### config.mk
export PLATFORM = sky130hd
export DESIGN_NAME = stream_serializer
export DESIGN_NICKNAME = d
export VERILOG_FILES = /design/src/rtl/stream_pkg.sv /design/src/rtl/stream_serializer.sv
export SDC_FILE = /design/constraint.sdc
export NUM_CORES = 1
export LEC_CHECK = 0
export CAP_MARGIN = 20
export CELL_PAD_IN_SITES_DETAIL_PLACEMENT = 1
export CELL_PAD_IN_SITES_GLOBAL_PLACEMENT = 1
export CORE_ASPECT_RATIO = 0.8
export CORE_MARGIN = 2
export CORE_UTILIZATION = 37
export CTS_BUF_LIST = sky130_fd_sc_hd__clkbuf_2
export CTS_CLUSTER_DIAMETER = 80
export DETAILED_ROUTE_END_ITERATION = 8
export GPL_TIMING_DRIVEN = 0
export PLACE_DENSITY_LB_ADDON = 0.12
export RECOVER_POWER = 50
export SYNTH_ARGS = -nofsm -noshare
export SYNTH_HDL_FRONTEND = slang
export SYNTH_SLANG_ARGS = --single-unit
### constraint.sdc
create_clock -name clock -period 2.96 [get_ports clock]
set_input_delay 0.592 -clock clock [delete_from_list [all_inputs] [get_ports clock]]
set_output_delay 0.592 -clock clock [all_outputs]
set_load 0.03 [all_outputs]
### src/rtl/stream_pkg.sv
// rtl/stream_pkg.sv - shared types and lane helpers for the stream serializer/deserializer pair
package stream_pkg;

    typedef enum logic {
        IDLE = 1'b0,
        SEND = 1'b1
    } stream_state_t;

    // Bit offset of a lane inside a packed multi-lane word.
    function automatic int lane_lsb(input int lane, input int data_width);
        return lane * data_width;
    endfunction

endpackage

### src/rtl/stream_serializer.sv
// rtl/stream_serializer.sv - wide-to-narrow valid/ready serializer, lane 0 first, last beat flagged
module stream_serializer
    import stream_pkg::*;
#(
    parameter int LANE_COUNT_WIDTH = 2,
    parameter int DATA_WIDTH       = 16
) (
    input  logic                                           clock,
    input  logic                                           reset,
    input  logic                                           in_valid,
    input  logic [(1 << LANE_COUNT_WIDTH)*DATA_WIDTH-1:0]  in_data,
    input  logic [LANE_COUNT_WIDTH:0]                      in_count,
    output logic                                           in_ready,
    output logic                                           out_valid,
    output logic [DATA_WIDTH-1:0]                          out_data,
    output logic                                           out_last,
    input  logic                                           out_ready
);

    localparam int LANES = 1 << LANE_COUNT_WIDTH;
    localparam logic [LANE_COUNT_WIDTH:0] LANES_CNT = (LANE_COUNT_WIDTH + 1)'(LANES);

    stream_state_t                 state, state_n;
    logic [LANE_COUNT_WIDTH-1:0]   lane_idx, lane_n;
    logic [LANE_COUNT_WIDTH-1:0]   last_lane, last_n;
    logic [LANES*DATA_WIDTH-1:0]   hold, hold_n;
    logic                          valid_n;
    logic                          last_flag_n;
    logic [DATA_WIDTH-1:0]         data_n;
    logic [LANE_COUNT_WIDTH:0]     eff_count;
    logic                          beat_taken;
    logic                          load;

    always_comb begin
        eff_count = (in_count > LANES_CNT) ? LANES_CNT : in_count;
    end

    assign beat_taken = out_valid && out_ready;
    // Ready in SEND depends only on the last beat leaving, never on in_valid.
    assign in_ready   = !reset && (state == IDLE || (beat_taken && out_last));
    assign load       = in_valid && in_ready && (eff_count != '0);

    always_comb begin
        state_n     = state;
        lane_n      = lane_idx;
        last_n      = last_lane;
        hold_n      = hold;
        valid_n     = out_valid;
        data_n      = out_data;
        last_flag_n = out_last;
        if (load) begin
            state_n     = SEND;
            hold_n      = in_data;
            lane_n      = '0;
            last_n      = eff_count[LANE_COUNT_WIDTH-1:0] - 1'b1;
            valid_n     = 1'b1;
            data_n      = in_data[DATA_WIDTH-1:0];
            last_flag_n = (last_n == '0);
        end else if (state == SEND && beat_taken) begin
            if (out_last) begin
                state_n     = IDLE;
                valid_n     = 1'b0;
                last_flag_n = 1'b0;
            end else begin
                lane_n      = lane_idx + 1'b1;
                data_n      = hold[lane_lsb(int'(lane_n), DATA_WIDTH) +: DATA_WIDTH];
                last_flag_n = (lane_n == last_lane);
            end
        end
    end

    always_ff @(posedge clock or posedge reset) begin
        if (reset) begin
            state     <= IDLE;
            lane_idx  <= '0;
            last_lane <= '0;
            hold      <= '0;
            out_valid <= 1'b0;
            out_data  <= '0;
            out_last  <= 1'b0;
        end else begin
            state     <= state_n;
            lane_idx  <= lane_n;
            last_lane <= last_n;
            hold      <= hold_n;
            out_valid <= valid_n;
            out_data  <= data_n;
            out_last  <= last_flag_n;
        end
    end

endmodule
# After elaboration in Yosys (flattened, before gate mapping)
# Index checks and enable logic that the tools add are counted.
# op_classes
bitwise_logic	1
mux	13
addsub	2
n_eq_ne	2
magnitude_cmp	1
n_reduce_logical	14
n_shift	1
# op_table
op	count
variable part select 64 x 7 -> 16 bit	1
two-way mux 16 bit	3
logical AND 1 bit	6
two-way mux 1 bit	6
two-way mux 2 bit	3
AND reduction 2 bit	2
nonzero test 2 bit	2
greater-than comparator 3 bit, second input constant	1
two-way mux 3 bit	1
nonzero test 3 bit	1
adder 2 x 1 -> 2 bit, second input constant	1
== test 2 bit	1
logical NOT 2 bit	1
inequality test 2 x 1 -> 1 bit, second input constant	1
subtractor 2 x 1 -> 2 bit, second input constant	1
logical NOT 1 bit	1
logical OR 1 bit	1
NOT 1 bit	1
# totals
output_inout_bits	19
wordCells	40
in_bits	71
reg_bits	86

# Depth between registers and ports, before layout
# logic_depth
word_depth	8
depth_mapped	7
mapped_depth_nobuf	5

# Worst setup path after synthesis
# Ideal clock, no wire load.
# synth_timing
kind	input -> register
start	in in_count[2]
end	reg hold[10]
path_buffers	2
setup_time_ns	0.128
arrival_time_ns	1.943
cell_stages	7
required_ns	2.832
setup_slack_ns	0.889
path_cell_list	nand2b_1 ha_1 nor2b_1 nor3_2 buf_6 buf_4 mux2_1
# synth_between
elab_chain_len	4
# synth_lines
item	line	source
start, declared	stream_serializer.sv:12	input logic [LANE_COUNT_WIDTH:0] in_count,
greater-than comparator 3 bit	stream_serializer.sv:35	eff_count = (in_count > LANES_CNT) ? LANES_CNT : in_count;
two-way mux 3 bit *	stream_serializer.sv:35	
nonzero test 3 bit *	stream_serializer.sv:41	assign load = in_valid && in_ready && (eff_count != '0);
logical AND 1 bit *	stream_serializer.sv:41	
end signal, assigned	stream_serializer.sv:85	hold <= hold_n;
end, declared	stream_serializer.sv:26	logic [LANES*DATA_WIDTH-1:0] hold, hold_n;
# Mark *: on every way between the ends. The rest lies on a longest branch, timed or not.
# A chain may end at the register's enable or synchronous reset.

# Worst setup path in the final report
# layout_timing
start	reg state
end	out in_ready
# layout_between
elab_chain_len	4
elab_cells_between_ends	5
classes_between	bitwise: 1; reduce/logical: 4
# layout_lines
item	line	source
start, declared	stream_serializer.sv:23	stream_state_t state, state_n;
start signal, assigned	stream_serializer.sv:82	state <= state_n;
logical AND 1 bit (2 in series)	n/a	
logical OR 1 bit *	stream_serializer.sv:40	assign in_ready = !reset && (state == IDLE || (beat_taken && out_last));
logical AND 1 bit *	stream_serializer.sv:40	
end, declared	stream_serializer.sv:13	output logic in_ready,
# Marks and branches as above.

==> metrics.yaml <==
clkPwrFrac_pct: 12.9
start_util_pct: 37.77
setup_tns_ns: 0
ir_worst_vdd_uv: 368.3
post-route-drc-count: 0
min_path_type: "in2reg"
portBuffers: 88
drtAntennaViolNets: 0
post_cts_buffers: 0
nets: 455
routed_wl_um: 10050
grt-busiest-layer: "met2"
hold_viol_final: 0
worst_slack_ns: 0.3266
maxCapViolCount: 1
netSwitchingPower_uw: 1693
yosysSeqAreaShare_pct: 55.86
ctsResizeCount: 0
relSlewSlack_pct: -28.64
path_max_fanout: 8
grtUsageMet3_pct: 5.144
grt_max_degree: 45
setup-violations-final: 0
fin_crit_ns: 2.633
dr.first_iter.drc_count: 82
max_freq_mhz: 379.7
clock_latency_ns: 0.57
antenna_found_initial: 0
crit_path_end_kind: "primary output"
route.vias.total: 2672
die_area_um2: 11250
cts_hold_buffers: 0
violations: "capacitance limit, slew limit"
netlist_instances: 282
wire_per_inst_um: 19.10
grt_pass1_wl_um: 15950
met1_usage_pct: 25.73
fp.coreArea_um2: 10200
cts_tree: "done"
place_ws_ns: 0.1153
required_ns: 2.37
finalPower_uw: 4702
drive_gt1_share_pct: 19.43
h-tree-depth: 3
clock_tree.buffer_depth: 2
slew_violations: 44
die_w_um: 118.1
p_sw_share_pct: 36.00
yosys_warnings: 0
overflow: 0
arrival_ns: 2.04
p_leak_uw: 0.002105
antenna_cells: 0
drtPass1Iterations: 4
p_int_uw: 3009
seqPwrFrac_pct: 44.1
ys_types: 33
critPathLaunchType: "register"
routabilityCongestion: 0.7724
rsz0062_at_grt: "no"
synth_nets: 355
grtUsageMet2_pct: 29.82
cts.sinks: 86
powerDensity_nw_per_um2: 937.5
synth_area_per_cell_um2: 13.66
area_growth_pct: 30.17
grt_usage_pct: 18.90
fin_crit_sh_pct: 88.97
synth_area_um2: 3852
comb_power_share_pct: 43.0
cts_made_buffers: 9
tightestPinTransition_ns: 1.919
dp_hpwl_um: 7023
skew_ns: 0.01827
die_h_um: 95.27
viasPerCell: 5.080
grt_pass1_vias: 2943
root_buffer: "clkbuf_2"
status: "finished, violations left"
synth_seq_cells: 86
path_clk_slew_ns: 0.23
rows: 33
ios: 90
final_core_util_pct: 49.17
crit_type: "reg2out"
[cells by family (layout without fill, tap and decap cells)]
family | Yosys count | in the layout | synth area share [%]
compound gates | 38 | 38 | 7.437
xor+xnor | 2 | 2 | 0.4548
fa+ha+maj | 2 | 2 | 0.6495
buf+inv | 29 | 133 | 3.703
flops | 86 | 86 | 55.86
mux | 85 | 85 | 26.24
simple gates | 40 | 40 | 5.651
[cell usage in the layout, fill, tap and decap left out, drive strengths merged, types with 4 or more instances in the layout]
| master | netlist | routed |
|---|---|---|
| o211ai | 7 | 7 |
| clkbuf | 2 | 15 |
| mux4 | 7 | 7 |
| nand2b | 4 | 4 |
| nand2 | 17 | 17 |
| o22ai | 9 | 9 |
| nand4 | 8 | 8 |
| a221o | 9 | 9 |
| clkdlybuf4s50 | 0 | 86 |
| nor2b | 4 | 4 |
| mux2i | 20 | 20 |
| o21ai | 8 | 8 |
| mux2 | 58 | 58 |
| dfrtp | 86 | 86 |
| buf | 17 | 16 |
| inv | 10 | 9 |
[worst max-delay path: stages, from the launching register on]
cell and delay [ns]:
dfrtp_1 0.51, a21boi_2 0.20, nor2_1 0.09, clkdlybuf4s50_1 0.68
[stage by stage]
step / instance area, um2 / cells / hold WS (ns)
after global routing: 5015 / 526 / 0.4638
final: 5015 / 526 / 0.4533
after floorplan: 3852 / 282 / 0.4533
after CTS: 5042 / 526 / 0.4006
after global placement: 4908 / 510 / 0.4668
after detailed placement: 4938 / 511 / 0.4780
[layer usage]
metal / part of all wire [%] / vias up
met1: 48 / 1365
met2: 46 / 60
li1: - / 1230
met5: 0 / -
met3: 4.4 / 17
met4: 1.6 / 0
[flip-flops by register name, summed over array words and instances (netlist names)]
signal     count
hold          64
out_last       1
state          1
lane_idx       2
out_data      16
last_lane      2
[Yosys cell counts]
cell type | count | area [um2]
a21bo_2 | 1 | 10.01
a21boi_2 | 1 | 11.26
a21oi_1 | 1 | 5.000
a221o_1 | 9 | 90.09
a31oi_2 | 1 | 12.51
and3b_1 | 1 | 8.760
buf_1 | 3 | 11.26
buf_2 | 9 | 45.04
buf_4 | 4 | 30.03
buf_6 | 1 | 11.26
clkbuf_1 | 2 | 7.510
dfrtp_1 | 86 | 2152
ha_1 | 2 | 25.02
inv_1 | 10 | 37.54
mux2_1 | 23 | 259.0
mux2_2 | 35 | 394.1
mux2i_1 | 20 | 200.2
mux4_2 | 7 | 157.7
nand2_1 | 17 | 63.81
nand2b_1 | 4 | 25.02
nand3b_1 | 1 | 7.510
nand4_1 | 8 | 50.05
nand4b_1 | 1 | 8.760
nand4bb_1 | 1 | 11.26
nor2_1 | 2 | 7.510
nor2b_1 | 4 | 25.02
nor3_2 | 1 | 10.01
o211ai_1 | 7 | 52.55
o21ai_0 | 8 | 40.04
o221ai_1 | 1 | 8.760
o22ai_1 | 9 | 56.30
xnor2_1 | 1 | 8.760
xor2_1 | 1 | 8.760
[final cells by class]
type / instances / area (um2)
buffer: 19 / 103.9
clock buffer: 11 / 55.05
clock inverter: 4 / 48.80
fill: 1080 / 5184
inverter: 10 / 38.79
multi-input combinational: 167 / 1553
sequential: 86 / 2152
tap: 140 / 175.2
timing repair buffer: 89 / 888.4
[power groups by stage]
stage / Clock [uW] / Sequential [uW] / Combinational, uW
final: 607 / 2070 / 2020
after global routing: 671 / 2150 / 2190
after CTS: 629 / 2070 / 2060
after detailed placement: 0 / 2100 / 2060
after global placement: 0 / 2080 / 2000
after floorplan: 0 / 2210 / 1220
[path summary, 6_finish.rpt]
| path | start | slack (ns) | depth (start not counted) | endpoint |
|---|---|---|---|---|
| max | state$_DFFE_PP0P_ | 0.33 | 3 | in_ready |
| min | out_ready | 0.45 | 4 | out_last$_DFFE_PP0P_ |
| max reg2reg | state$_DFFE_PP0P_ | 0.89 | 5 | hold[12]$_DFFE_PP0P_ |
| min reg2reg | hold[26]$_DFFE_PP0P_ | 0.52 | 1 | hold[26]$_DFFE_PP0P_ |
| max in group asynchronous | reset | 0.51 | 3 | hold[48]$_DFFE_PP0P_ |
| min in group asynchronous | reset | 0.99 | 2 | state$_DFFE_PP0P_ |
Power figures use the tool's default switching activity.
